--- config.mk ---
export PLATFORM = sky130hd
export DESIGN_NAME = uart_tx_engine
export DESIGN_NICKNAME = d
export VERILOG_FILES = /design/src/rtl/uart_tx_engine.sv
export SDC_FILE = /design/constraint.sdc
export NUM_CORES = 1
export LEC_CHECK = 0
export ABC_AREA = 1
export CAP_MARGIN = 20
export CELL_PAD_IN_SITES_DETAIL_PLACEMENT = 1
export CELL_PAD_IN_SITES_GLOBAL_PLACEMENT = 2
export CORE_UTILIZATION = 34
export DETAILED_ROUTE_END_ITERATION = 12
export DONT_BUFFER_PORTS = 1
export PLACE_DENSITY = 0.73
export SLEW_MARGIN = 30
export SYNTH_ARGS = -nofsm -noshare
export SYNTH_HDL_FRONTEND = slang
export SYNTH_SLANG_ARGS = --single-unit
--- constraint.sdc ---
create_clock -name clk -period 1.65 [get_ports clk]
set_input_delay 0.4125 -clock clk [delete_from_list [all_inputs] [get_ports clk]]
set_output_delay 0.4125 -clock clk [all_outputs]
set_load 0.02 [all_outputs]
--- src/rtl/uart_tx_engine.sv ---
// uart_tx_engine
//   Transmit stage that drains the TX FIFO. When enabled and the FIFO is
//   non-empty it pops one byte and sends it as an asynchronous frame:
//   start bit, DATA_BITS data bits LSB first, optional parity bit and
//   STOP_BITS stop bits. Each bit lasts CLKS_PER_BIT clocks.
//
// Ports
//   clk         system clock, all logic on posedge
//   rst         synchronous active-high reset
//   enable      permits starting a new frame (sampled only in IDLE)
//   fifo_empty  FIFO empty flag
//   fifo_dout   FIFO read data, low DATA_BITS bits used
//   fifo_rd     one-cycle pop strobe, once per frame
//   tx          serial line, idles high
//   busy        high from the pop cycle through the last stop-bit cycle
//
// Handshake: the FIFO is popped with a single fifo_rd pulse in POP. The
// engine treats fifo_dout as valid from the following cycle and captures it
// at the end of LOAD; fifo_empty is only consulted in IDLE.
module uart_tx_engine #(
  parameter int CLKS_PER_BIT = 16,
  parameter int DATA_BITS    = 8,
  parameter int PARITY_EN    = 0,
  parameter int PARITY_ODD   = 0,
  parameter int STOP_BITS    = 1
) (
  input  logic       clk,
  input  logic       rst,
  input  logic       enable,
  input  logic       fifo_empty,
  input  logic [7:0] fifo_dout,
  output logic       fifo_rd,
  output logic       tx,
  output logic       busy
);

  localparam int BAUD_W = (CLKS_PER_BIT > 1) ? $clog2(CLKS_PER_BIT) : 1;
  localparam logic [BAUD_W-1:0] BAUD_LAST = BAUD_W'(CLKS_PER_BIT - 1);
  localparam logic [3:0] DATA_LAST = 4'(DATA_BITS - 1);
  localparam logic [3:0] STOP_LAST = 4'(STOP_BITS - 1);
  localparam logic       ODD       = (PARITY_ODD != 0);
  localparam logic       PAR_ON    = (PARITY_EN != 0);

  typedef enum logic [2:0] {
    S_IDLE,
    S_POP,
    S_LOAD,
    S_START,
    S_DATA,
    S_PARITY,
    S_STOP
  } state_t;

  state_t                 state;
  state_t                 state_next;
  logic [BAUD_W-1:0]      baud_cnt;
  logic [3:0]             bit_cnt;
  logic [DATA_BITS-1:0]   shift;
  logic                   parity_acc;
  logic                   baud_tick;
  logic                   timed;

  assign baud_tick = (baud_cnt == BAUD_LAST);
  // Only the line-driving states run the baud counter.
  assign timed = (state == S_START) || (state == S_DATA) ||
                 (state == S_PARITY) || (state == S_STOP);

  always_comb begin
    state_next = state;
    tx         = 1'b1;
    busy       = 1'b1;
    fifo_rd    = 1'b0;
    case (state)
      S_IDLE: begin
        busy = 1'b0;
        if (enable && !fifo_empty) state_next = S_POP;
      end
      S_POP: begin
        fifo_rd    = 1'b1;
        state_next = S_LOAD;
      end
      S_LOAD: begin
        state_next = S_START;
      end
      S_START: begin
        tx = 1'b0;
        if (baud_tick) state_next = S_DATA;
      end
      S_DATA: begin
        tx = shift[0];
        if (baud_tick && (bit_cnt == DATA_LAST))
          state_next = PAR_ON ? S_PARITY : S_STOP;
      end
      S_PARITY: begin
        tx = parity_acc ^ ODD;
        if (baud_tick) state_next = S_STOP;
      end
      S_STOP: begin
        if (baud_tick && (bit_cnt == STOP_LAST)) state_next = S_IDLE;
      end
      default: begin
        state_next = S_IDLE;
      end
    endcase
  end

  always_ff @(posedge clk) begin
    if (rst) begin
      state      <= S_IDLE;
      baud_cnt   <= '0;
      bit_cnt    <= '0;
      shift      <= '0;
      parity_acc <= 1'b0;
    end else begin
      state <= state_next;

      // Counters restart on every state entry; bit_cnt counts data bits in
      // DATA and stop bits in STOP.
      if (state_next != state) begin
        baud_cnt <= '0;
        bit_cnt  <= '0;
      end else if (!timed) begin
        baud_cnt <= '0;
      end else if (baud_tick) begin
        baud_cnt <= '0;
        bit_cnt  <= bit_cnt + 4'd1;
      end else begin
        baud_cnt <= baud_cnt + 1'b1;
      end

      if (state == S_LOAD) begin
        shift      <= fifo_dout[DATA_BITS-1:0];
        parity_acc <= 1'b0;
      end else if ((state == S_DATA) && baud_tick) begin
        shift      <= shift >> 1;
        parity_acc <= parity_acc ^ shift[0];
      end
    end
  end

endmodule

==> results.sh, run 1 <==
export IMPL_fp_row_count=20
export IMPL_vias=1017
export IMPL_synth_cell_type_count=27
export IMPL_syn_area_mm2=0.00109
export IMPL_endpoint_kind="output port"
export IMPL_core_mm2=0.00305
export IMPL_synth_avg_cell_area_um2=7.15
export IMPL_p_leak_uw=0.000507
export IMPL_numCtsBuffers=3
export IMPL_cts_sinks=20
export IMPL_drc=0
export IMPL_overflow=0
export IMPL_pin_count=15
export IMPL_fin_crit_ns=1.63
export IMPL_crit_required_ns=1.24
export IMPL_synth_top_family_by_area="simple AND/OR/NAND/NOR gates"
export IMPL_layout_cells_non_filler=209
export IMPL_cts_tree="built"
export IMPL_crit_buf_inv=2
export IMPL_synth_seq_cells=20
export IMPL_ir_drop_mv=0.381
export IMPL_nFillCells=401
export IMPL_crit_slowest_cell="dfxtp_4"
export IMPL_final_area_mm2=0.00135
export IMPL_area_delta_synth_final_pct=23.9
export IMPL_grt_pass1_wl_mm=4.54
export IMPL_post_dp_cell_area_mm2=0.00117
export IMPL_dr_pass1_iters=4
export IMPL_synth_cells=152
export IMPL_hold_class="input pin to register"
export IMPL_max_slew_worst_pin_slew_ns=0.314
export IMPL_cp_arrival_ns=1.22
export IMPL_clkTransAtPathRegs_ns=0.11
export IMPL_clk_latency_ns=0.31
export IMPL_io_buffers=0
export IMPL_worstPathCellList="buf_4 -> nand2_2 -> nor2_2 -> buf_6"
export IMPL_crit_path_max_fanout=5
export IMPL_yosysSeqAreaShare_pct=36.8
export IMPL_synth_adder_area_share_pct=3.45
export IMPL_cp_depth=4
export IMPL_drive_gt1_share_pct=29.1
export IMPL_dp_cells=200
export IMPL_gp_congestion=0.776
export IMPL_critical_path_max_stage_delay_ns=0.41
export IMPL_min_path_cells=1
export IMPL_die_x_um=58.6
export IMPL_synth_area_mux_share_pct=0
export IMPL_drt_total_wl_mm=2.80
export IMPL_critPathTopFamily="flip-flops"
export IMPL_synth_top_area_share_pct=36.8
export IMPL_die_y_um=58.6
export IMPL_synth_compound_area_share_pct=12.4
export IMPL_syn_nets=167
export IMPL_worst_setup_path_type="register to output port"
export IMPL_grt_pass1_vias=1038
export IMPL_cts_hold_buf=0
export IMPL_timing_final_crit_share_pct=98.7
export IMPL_cap_viol_max_count=0
export IMPL_dp_hpwl_mm=2.05
export IMPL_yosysTopAreaCell="dfxtp_1"
export IMPL_grt_max_degree=12
export IMPL_report_power_total_uw=1030
export IMPL_fmax_mhz=614
export IMPL_initial_utilization_pct=35.6
export IMPL_clockBufferDepth=2
export IMPL_ys_warn_count=0
export IMPL_cts_root_buf="clkbuf_4"
export IMPL_nets=181
export IMPL_hold_viol=0
export IMPL_antenna_found_initial=0
export IMPL_synth_xor_area_share_pct=3.22
export IMPL_worst_clock_skew_ns=0.00148
export IMPL_viasPerCell=4.87
export IMPL_drv_slew=0
export IMPL_drt_initial_drc_count=39
export IMPL_yosys_area_share_simple_pct=35.4
export IMPL_rr_worst_depth=9
export IMPL_ant_nets=0
export IMPL_maxSlewHeadroom_pct=79.1
export IMPL_wl_per_cell_um=13.4
export IMPL_die_area_mm2=0.00343
export IMPL_antennaDiodeCount=0
export IMPL_p_per_area_mw_per_mm2=765
export IMPL_grtUsageTotal_pct=17.4
export IMPL_finalSetupViolCount=0
export IMPL_startpoint_type="register"
export IMPL_synth_area_leaders="dfxtp_1 (37%), nor2_1 (10%), nand2_1 (9.3%)"
export IMPL_fin_setup_tns_ns=0
export IMPL_htree_levels=1
export IMPL_outcome="finished, final reports clean"
## layer usage
layer  GRT usage (%)  vias up  part of all wire (%)
li1                -      519                     -
met2            30.4       18                    54
met3            2.86        5                   3.6
met4            7.82        0                   1.9
met1            21.1      475                    41
met5               0        -                     0
## power breakdown
part	switching [uW]	internal, uW
sequential	24.3	507
combinational	127	80.8
clock	156	135
## area by class of cell
| class | count | area, um^2 | share of cell area, % |
|---|---|---|---|
| inverter | 21 | 83.8 | 6.22 |
| tap | 44 | 55.1 | 4.09 |
| clock buffer | 4 | 36.3 | 2.69 |
| multi-input combinational | 109 | 673 | 50.0 |
| sequential | 20 | 413 | 30.6 |
| timing repair buffer | 11 | 86.3 | 6.41 |
## cells by family (layout without fill, tap and decap cells)
logic type               count (synthesis)  count (layout)
AND/OR/NAND/NOR                         81              81
buffers and inverters                   23              36
AO/OA/AOI/OAI                           21              21
flip-flops                              20              20
XOR/XNOR                                 4               4
adder cells (fa/ha/maj)                  3               3
## synth_stat cells
cell type and instances:
a31oi_1 3, nor2_4 2, o21ai_2 2, o211ai_1 1, nand3_2 3, nand3_4 1, nor2_2 5, a21oi_2 1
nand2_1 27, and3_1 1, xnor2_1 2, o21ai_0 4, dfxtp_1 20, o221ai_1 2, nand4_1 1, ha_1 3
a21oi_1 6, clkbuf_1 1, nand3_1 9, nor2_1 30, nand2_2 2, a211oi_1 1, xor2_1 2, buf_6 1
inv_1 17, a22oi_1 1, inv_2 4
## final timing paths
| kind | start | end | slack, ns |
|---|---|---|---|
| setup reg to reg | baud_cnt[1]$_SDFF_PP0_ | baud_cnt[2]$_SDFF_PP0_ | 0.09 |
| hold / removal | rst | state[0]$_SDFF_PP0_ | 0.15 |
| setup / recovery | state[0]$_SDFF_PP0_ | fifo_rd | 0.02 |
| hold reg to reg | baud_cnt[0]$_SDFF_PP0_ | baud_cnt[0]$_SDFF_PP0_ | 0.46 |
## layout by cell type, fill, tap and decap left out, drive strengths merged
master	instances
nor2	37
nand2	29
inv	21
dfxtp	20
nand3	13
buf	11
a21oi	7
o21ai	6
clkbuf	4
a31oi	3
ha	3
xnor2	2
xor2	2
o221ai	2
nand4	1
and3	1
a22oi	1
o211ai	1
a211oi	1
## timing repair
action / in CTS / in global routing
pin swaps: 0 / 6
setup buffers: 1 / 4
resized for setup: 10 / 17
cloned: 0 / 0
endpoints found under the setup margin: 5 / 13
## flip-flops by register name, indices dropped and copies added, names as in the netlist
signal	flops
shift	8
baud_cnt	4
parity_acc	1
bit_cnt	4
state	3
## through the flow
stage	worst slack (ns)	hold WS, ns	util, %
6_report	0.0217	0.146	44.1
2_1_floorplan	0.196	0.418	-
5_1_grt	-0.0397	0.130	44.1
3_3_place_gp	0.0705	0.431	38.4
3_5_place_dp	0.00396	0.439	38.4
4_1_cts	-0.00252	0.141	40.7
Power figures use the tool's default switching activity.
==> run 2: changes to the inputs <==
REMOVE_ABC_BUFFERS = 1   (was default)
==> run 2 against run 1 <==
Global-route usage up 0.39 points. Core utilization down 0.25 points. Combinational power about the same. Largest cell class unchanged. Clock skew up 0.0026 ns. Total power down 5.7%.
==> results.sh, run 2 (synthesis gave the netlist of run 1 again) <==
export IMPL_outcome="finished, final reports clean"
export IMPL_worst_clock_skew_ns=0.00406
export IMPL_use_met1_pct=19.7
export IMPL_numCtsBuffers=3
export IMPL_ant_nets=0
export IMPL_timing_final_crit_share_pct=97.2
export IMPL_endpoint_kind="output port"
export IMPL_grtUsageMet3_pct=4.84
export IMPL_grt_max_degree=12
export IMPL_antennaDiodeCount=0
export IMPL_area_delta_synth_final_pct=23.2
export IMPL_fmax_mhz=623
export IMPL_drt_total_wl_mm=2.73
export IMPL_maxSlewHeadroom_pct=78.3
export IMPL_overflow=0
export IMPL_core_mm2=0.00305
export IMPL_vias=999
export IMPL_dp_hpwl_mm=1.94
export IMPL_crit_required_ns=1.24
export IMPL_fin_crit_ns=1.60
export IMPL_clkTransAtPathRegs_ns=0.11
export IMPL_cts_root_buf="clkbuf_4"
export IMPL_busiest_layer="met2"
export IMPL_finalSetupViolCount=0
export IMPL_clockBufferDepth=2
export IMPL_worst_slack_ns=0.0458
export IMPL_largest_register="shift"
export IMPL_die_y_um=58.6
export IMPL_final_area_mm2=0.00134
export IMPL_htree_levels=1
export IMPL_grt_pass1_vias=1027
export IMPL_gp_congestion=0.769
export IMPL_drv_slew=0
export IMPL_cts_sinks=20
export IMPL_fin_util_pct=43.9
export IMPL_drc=0
export IMPL_io_buffers=0
export IMPL_nets=181
export IMPL_grt_util_met2_pct=32.3
export IMPL_pin_count=15
export IMPL_ir_drop_mv=0.400
export IMPL_drive_gt1_share_pct=29.9
export IMPL_max_slew_worst_pin_slew_ns=0.326
export IMPL_final_cell_mix="nor2_1 (28), nand2_1 (25), inv_1 (15)"
export IMPL_whs_ns=0.147
export IMPL_viasPerCell=4.80
export IMPL_hold_class="input pin to register"
export IMPL_dr_pass1_iters=4
export IMPL_clk_latency_ns=0.31
export IMPL_largest_reg_flops=8
export IMPL_antenna_found_initial=0
export IMPL_die_x_um=58.6
export IMPL_grt_pass1_wl_mm=4.53
export IMPL_p_leak_uw=0.000507
export IMPL_startpoint_type="register"
export IMPL_cts_tree="built"
export IMPL_drt_initial_drc_count=26
export IMPL_wl_per_cell_um=13.1
export IMPL_crit_path_max_fanout=5
export IMPL_rsz0062_at_grt="true"
export IMPL_grtUsageTotal_pct=17.8
export IMPL_post_dp_cell_area_mm2=0.00117
export IMPL_dp_slack_ns=0.0239
export IMPL_top_regs="shift (8), baud_cnt (4), bit_cnt (4)"
export IMPL_die_area_mm2=0.00343
export IMPL_layout_commonest_cell="nor2_1"
export IMPL_fp_row_count=20
export IMPL_cp_arrival_ns=1.19
export IMPL_cap_viol_max_count=0
export IMPL_hold_viol=0
export IMPL_initial_utilization_pct=35.6
export IMPL_p_per_area_mw_per_mm2=725
export IMPL_worst_setup_path_type="register to output port"
-- run 2: cell types whose count changed in the layout (fill, tap and decap cells not counted) --
cell / change
dfxtp_4: +1
dfxtp_1: -2
clkbuf_8: -1
nand3_2: -1
dfxtp_2: +1
inv_4: -1
nand3_4: +1
inv_2: +1
buf_4: +1
buf_6: -1
-- run 2: worst max-delay path, stage by stage (launching register included) --
cell and delay (ns):
dfxtp_4 0.40, nand2_2 0.08, nor2_4 0.14, inv_2 0.07
nand3_4 0.09, nand3_4 0.10
-- run 2: path summary, 6_finish.rpt --
path	endpoint	slack [ns]	cells past startpoint	startpoint
worst min register to register	baud_cnt[0]$_SDFF_PP0_	0.45	1	baud_cnt[0]$_SDFF_PP0_
worst max register to register	bit_cnt[3]$_SDFFE_PP0P_	0.14	9	state[1]$_SDFF_PP0_
worst min-delay path	state[0]$_SDFF_PP0_	0.15	1	rst
worst max-delay path	tx	0.05	5	state[0]$_SDFF_PP0_
-- run 2: through the flow --
| stage | cells | TNS, ns | power, uW |
|---|---|---|---|
| floorplan | 150 | 0 | 670 |
| global placement | 200 | 0 | 717 |
| detailed placement | 200 | 0 | 723 |
| CTS | 204 | 0 | 969 |
| global route | 208 | -0.0230 | 1030 |
| finish | 208 | 0 | 972 |
-- run 2: layer usage --
| metal | wire, um | vias to the layer above |
|---|---|---|
| met5 | 0 | - |
| met4 | 45 | 0 |
| met3 | 119 | 4 |
| met2 | 1490 | 17 |
| met1 | 1080 | 464 |
| li1 | - | 514 |
-- run 2: what timing repair did --
item,CTS,global route
pin swaps,0,2
buffers inserted,1,4
hold buffers,0,0
endpoints found under the setup margin,3,14
endpoints found under the hold margin,0,0
resized for setup,10,19
-- run 2: layout make-up --
| class | instances | area, um^2 |
|---|---|---|
| Multi-Input combinational cell | 109 | 681 |
| Inverter | 21 | 81.3 |
| Tap cell | 44 | 55.1 |
| Clock buffer | 3 | 22.5 |
| Sequential cell | 20 | 418 |
| Timing Repair Buffer | 11 | 82.6 |
| Fill cell | 389 | 1710 |
-- run 2: report_power, final --
part	leakage [uW]	switching, uW	internal [uW]
sequential	0.000166	21.8	506
clock	0.0000138	150	85.5
combinational	0.000327	131	78.0
==> run 3: changes to the inputs <==
ABC_AREA = default   (was 1)
CORE_UTILIZATION = 32   (was 34)
PLACE_DENSITY = 0.68   (was 0.73)
clock period = 1.3 ns   (was 1.65 ns; I/O delays follow)
==> run 3 against run 2 <==
The flow now finishes with violations (negative setup slack). Synthesized area decreased by 0.35%. Largest cell class unchanged. Critical path type unchanged. Non-clock buffer count rose by 30. Highest routed layer unchanged. Clock skew down 0.0012 ns. Via count up 8.8%. Sequential power up 24%. Sequential share of layout area is 7.6 points lower. Worst hold slack worse by 0.082 ns. Wire length rose by 31%.
==> results.sh, run 3 <==
export IMPL_dr_pass1_iters=4
export IMPL_nets=184
export IMPL_timing_final_crit_share_pct=133
export IMPL_synth_adder_area_share_pct=3.46
export IMPL_drt_total_wl_mm=3.58
export IMPL_synth_compound_area_share_pct=15.4
export IMPL_dp_hpwl_mm=2.18
export IMPL_outcome="finished with violations"
export IMPL_p_per_area_mw_per_mm2=802
export IMPL_worst_clock_skew_ns=0.00288
export IMPL_rsz0062_at_grt="true"
export IMPL_die_y_um=60.2
export IMPL_synth_top_area_share_pct=37.0
export IMPL_cts_tree="built"
export IMPL_drive_gt1_share_pct=56.5
export IMPL_clk_latency_ns=0.30
export IMPL_startpoint_type="register"
export IMPL_synth_edf_count=0
export IMPL_synth_top_family_by_area="simple AND/OR/NAND/NOR gates"
export IMPL_drv_slew=0
export IMPL_io_buffers=0
export IMPL_endpoint_kind="output port"
export IMPL_async_reset_ff_share_pct=0
export IMPL_synth_commonest_cells="dfxtp_1 (20), nor2_1 (13), a21oi_1 (11), nand2_1 (8), nand3_1 (7)"
export IMPL_p_leak_uw=0.000671
export IMPL_layout_commonest_cell="buf_4"
export IMPL_nFillCells=357
export IMPL_largest_register="shift"
export IMPL_fin_crit_ns=1.74
export IMPL_area_delta_synth_final_pct=61.1
export IMPL_htree_levels=1
export IMPL_crit_slowest_cell="dfxtp_2"
export IMPL_critical_path_max_stage_delay_ns=0.36
export IMPL_synth_area_mux_share_pct=3.81
export IMPL_top_regs="shift (8), baud_cnt (4), bit_cnt (4)"
export IMPL_cts_root_buf="clkbuf_4"
export IMPL_ant_nets=0
export IMPL_fp_row_count=20
export IMPL_synth_seq_cells=20
export IMPL_cap_viol_max_count=0
export IMPL_worst_slack_ns=-0.435
export IMPL_grt_pass1_wl_mm=5.24
export IMPL_cpMostUsedCell="buf_6"
export IMPL_critPathTopFamily="buffers and inverters"
export IMPL_ys_warn_count=0
export IMPL_initial_utilization_pct=34.6
export IMPL_cp_arrival_ns=1.41
export IMPL_hold_class="input pin to register"
export IMPL_crit_path_max_fanout=7
export IMPL_largest_reg_flops=8
export IMPL_wl_per_cell_um=16.9
export IMPL_grtUsageTotal_pct=19.7
export IMPL_worst_setup_path_type="register to output port"
export IMPL_grt_pass1_vias=1086
export IMPL_core_mm2=0.00313
export IMPL_yosysTopAreaCell="dfxtp_1"
export IMPL_fmax_mhz=576
export IMPL_yosysSeqAreaShare_pct=37.0
export IMPL_worst_r2r_setup_slack_ns=-0.41
export IMPL_pin_count=15
export IMPL_antenna_found_initial=0
export IMPL_maxSlewHeadroom_pct=69.7
export IMPL_max_slew_worst_pin_slew_ns=0.450
export IMPL_syn_area_mm2=0.00108
export IMPL_hold_viol=0
export IMPL_die_x_um=60.2
export IMPL_yosysMostFrequentCell="dfxtp_1"
export IMPL_synth_cell_type_count=39
export IMPL_synth_xor_area_share_pct=4.85
export IMPL_violations="negative setup slack"
export IMPL_synth_area_leaders="dfxtp_1 (37%), a21oi_1 (5.1%), nor2_1 (4.5%)"
export IMPL_finalSetupViolCount=20
export IMPL_grt_max_degree=15
export IMPL_gp_congestion=0.704
export IMPL_overflow=0
export IMPL_worstPathCellList="buf_6 -> and3b_2 -> buf_4 -> a21oi_2 -> buf_6"
export IMPL_die_area_mm2=0.00362
export IMPL_cts_sinks=20
export IMPL_clkTransAtPathRegs_ns=0.12
export IMPL_ys_dominant_reg_cell="dfxtp_1"
export IMPL_drt_initial_drc_count=48
export IMPL_crit_buf_inv=3
export IMPL_drc=0
export IMPL_yosys_area_share_simple_pct=28.8
export IMPL_crit_required_ns=0.98
export IMPL_ir_drop_mv=0.557
export IMPL_final_cell_mix="buf_4 (25), buf_6 (16), dfxtp_1 (13)"
export IMPL_clockBufferDepth=2
export IMPL_viasPerCell=5.13
export IMPL_antennaDiodeCount=0
export IMPL_whs_ns=0.0657
export IMPL_synth_avg_cell_area_um2=8.27
export IMPL_vias=1087
export IMPL_synth_cells=131
export IMPL_dp_slack_ns=-0.552
export IMPL_numCtsBuffers=3
[run 3: changes by cell type after synthesis, sizes merged, moves of 6 or more]
cell / before / now
nor2: 37 / 13
nor3: 0 / 7
nand3: 13 / 7
nand2: 29 / 8
inv: 21 / 6
[run 3: final cells by class]
cell class              instances  area [um^2]  area share [%]
flip-flops and latches         20          412            23.6
inverters                       6         25.0            1.43
multi-input cells              97          833            47.7
clock inverters                 1         30.0            1.72
well taps                      44         55.1            3.15
clock buffers                   3         22.5            1.29
repair buffers                 41          368            21.1
[run 3: worst paths after layout]
kind	end	start	cells past startpoint
min	shift[3]$_SDFFE_PP0P_	rst	1
max	tx	state[1]$_SDFF_PP0_	5
max reg2reg	bit_cnt[0]$_SDFFE_PP0P_	state[1]$_SDFF_PP0_	5
min reg2reg	shift[3]$_SDFFE_PP0P_	shift[4]$_SDFFE_PP0P_	2
[run 3: where the power goes]
part | switching, uW | total, uW | internal [uW]
Clock | 208 | 520 | 311
Combinational | 111 | 223 | 111
Sequential | 22.3 | 657 | 635
Total | 342 | 1400 | 1060
[run 3: per-layer routing]
| layer | vias to the layer above | wire, um | global-route usage [%] | share of wire, % |
|---|---|---|---|---|
| li1 | 540 | - | - | - |
| met1 | 530 | 1560 | 24.5 | 44 |
| met2 | 15 | 1900 | 34.5 | 53 |
| met3 | 2 | 104 | 4.11 | 2.9 |
| met4 | 0 | 14 | 4.32 | 0.39 |
| met5 | - | 0 | 0 | 0 |
[run 3: timing repair]
action                                  CTS  global route
hold buffers                              0             0
endpoints found under the setup margin   23            23
setup buffers                             5             4
gates cloned                              1             0
pin swaps                                18            17
resized for setup                        41            41
[run 3: per-stage QoR]
stage	cells	TNS [ns]	instance area (um^2)	util, %	total power, uW
after global routing	212	-5.79	1750	55.8	1460
after detailed placement	198	-5.69	1330	42.4	825
after floorplan	122	-3.79	1030	-	761
final	212	-4.69	1750	55.8	1400
after global placement	198	-5.34	1330	42.4	821
after CTS	208	-4.69	1570	50.2	1380
[run 3: worst register-to-register path: stages, from the launching register on]
cell and delay [ns]:
dfxtp_2 0.36, buf_6 0.11, nor2b_1 0.11, or4_1 0.51, a221o_1 0.38, nor3_1 0.17
[run 3: cell families after synthesis]
kind of cell,count (synthesis)
AOI/OAI and AO/OA,27
muxes,4
adders and majority gates,3
DFF,20
and+or+nand+nor,56
buffers and inverters,15
xor gates and xnor gates,6
==> RTL edit: new RTL, config.mk and constraints of run 2 <==
Set the parameter `CLKS_PER_BIT` to 8 (it was 16).
--- a/src/rtl/uart_tx_engine.sv
+++ b/src/rtl/uart_tx_engine.sv
@@ -18,7 +18,7 @@
 // engine treats fifo_dout as valid from the following cycle and captures it
 // at the end of LOAD; fifo_empty is only consulted in IDLE.
 module uart_tx_engine #(
-  parameter int CLKS_PER_BIT = 16,
+  parameter int CLKS_PER_BIT = 8,
   parameter int DATA_BITS    = 8,
   parameter int PARITY_EN    = 0,
   parameter int PARITY_ODD   = 0,
Function: no difference found for any inputs over 10 cycles, from zero or initial values and one cycle with rst high; that may be too few to reach the edited logic, so the function may still have changed.
==> RTL edit against run 2 <==
- the run now ends with DRC, setup timing left
- highest routed layer unchanged
- power fell by 0.72%
- worst hold slack better by 14 ps
- setup slack worse by 85 ps
- utilization increased by 1.3 points
- final cell count decreased by 8.2%
- global-route usage rose by 0.30 points
- routed wire length increased by 0.59%
- area after synthesis down 3.0%
- die area down 2.9%
- cell area fell by 3.8%
- sequential cell count decreased by 1
==> RTL edit: results (changes against run 2) <==
<table>
<tr><th>Metric</th><th>Value</th></tr>
<tr><th colspan="2">Outcome</th></tr>
<tr><td>Result of the run</td><td>complete, but fails checks (was finished, final reports clean)</td></tr>
<tr><td>Failing checks</td><td>DRC, setup timing</td></tr>
<tr><th colspan="2">Yosys</th></tr>
<tr><td>Area fraction of the dominant cell type after synthesis</td><td>36.1% (was 36.8%)</td></tr>
<tr><td>Leading cell types by count after synthesis</td><td>29 x sky130_fd_sc_hd__nand2_1, 19 x sky130_fd_sc_hd__dfxtp_1, 16 x sky130_fd_sc_hd__inv_1, 16 x sky130_fd_sc_hd__nor2_1, 10 x sky130_fd_sc_hd__nand3_1 (was 30 x sky130_fd_sc_hd__nor2_1, 27 x sky130_fd_sc_hd__nand2_1, 20 x sky130_fd_sc_hd__dfxtp_1)</td></tr>
<tr><td>Synth Register Bits</td><td>19 (was 20)</td></tr>
<tr><th colspan="2">Critical path</th></tr>
<tr><td>Critical path origin</td><td>state[1]$_SDFF_PP0_ (was state[0]$_SDFF_PP0_)</td></tr>
<tr><td>Biggest cell delay along the critical path</td><td>380 ps (was 400 ps)</td></tr>
<tr><td>Worst setup slack for register-to-register paths</td><td>50 ps (was 140 ps)</td></tr>
<tr><td>Length in cells of the worst reg-to-reg path</td><td>10 (was 9)</td></tr>
<tr><td>Buffering stage count on the worst path with inverters included</td><td>2 (was 1)</td></tr>
<tr><th colspan="2">Power and ir drop</th></tr>
<tr><td>Switching power summed over all nets</td><td>313 uW (was 302 uW)</td></tr>
<tr><td>Pleak</td><td>0.487 nW (was 0.507 nW)</td></tr>
<tr><td>Peak supply drop</td><td>335 uV (was 400 uV)</td></tr>
<tr><th colspan="2">CTS</th></tr>
<tr><td>Number of buffers inserted to repair setup after CTS</td><td>4 (was 1)</td></tr>
<tr><th colspan="2">Finish</th></tr>
<tr><td>Utilization after layout</td><td>45.2% (was 43.9%)</td></tr>
<tr><td>ClkCell Share</td><td>2.04% (was 1.68%)</td></tr>
<tr><td>Non-clock inverter instance count of the final layout</td><td>22 (was 21)</td></tr>
<tr><td>Fraction of final layout cells with drive strength greater than 1</td><td>33.8% (was 29.9%)</td></tr>
<tr><th colspan="2">Route</th></tr>
<tr><td>DR DRC count</td><td>2 (was 0)</td></tr>
<tr><td>DRC violation total after the first TritonRoute iteration</td><td>25 (was 26)</td></tr>
<tr><td>Via count</td><td>1003 (was 999)</td></tr>
<tr><th colspan="2">STA</th></tr>
<tr><td>Post-route worst setup slack</td><td>-39.0 ps (was 45.8 ps)</td></tr>
<tr><td>Sum of negative setup slack</td><td>-39.0 ps (was 0 ps)</td></tr>
<tr><td>Worst slew margin relative to its limit</td><td>84.4% (was 78.3%)</td></tr>
<tr><td>Setup violation total in the final timing report</td><td>1 (was 0)</td></tr>
<tr><th colspan="2">Hold path</th></tr>
<tr><td>Hold EP</td><td>shift[7]$_SDFFE_PP0P_ (was state[0]$_SDFF_PP0_)</td></tr>
<tr><th colspan="2">Global routing</th></tr>
<tr><td>First-pass GRT wire length</td><td>4570 um (was 4530 um)</td></tr>
</table>
RTL edit: kinds of logic (layout without fill, tap and decap cells):
logic type / Yosys count / after routing / share of synthesized area (%)
AND/OR/NAND/NOR: 78 / 78 / 35.9
XOR/XNOR: 1 / 1 / 0.831
buffers and inverters: 26 / 37 / 10.3
AO/OA/AOI/OAI: 21 / 21 / 12.1
flip-flops: 19 / 19 / 36.1
adder cells (fa/ha/maj): 4 / 4 / 4.75
RTL edit: metal layers:
metal	vias up	global-route usage [%]	routed length, um	part of all wire, %
met5	-	0	0	0
met4	0	6.12	36	1.3
met3	4	3.13	73	2.7
met2	16	29.6	1360	50
met1	477	24.5	1270	46
li1	506	-	-	-
RTL edit: power groups by stage:
stage	Combinational, mW	Sequential (mW)	Clock, mW
2_1_floorplan	0.136	0.508	0
3_3_place_gp	0.166	0.514	0
3_5_place_dp	0.172	0.514	0
4_1_cts	0.185	0.505	0.255
5_1_grt	0.239	0.509	0.268
6_report	0.216	0.507	0.242
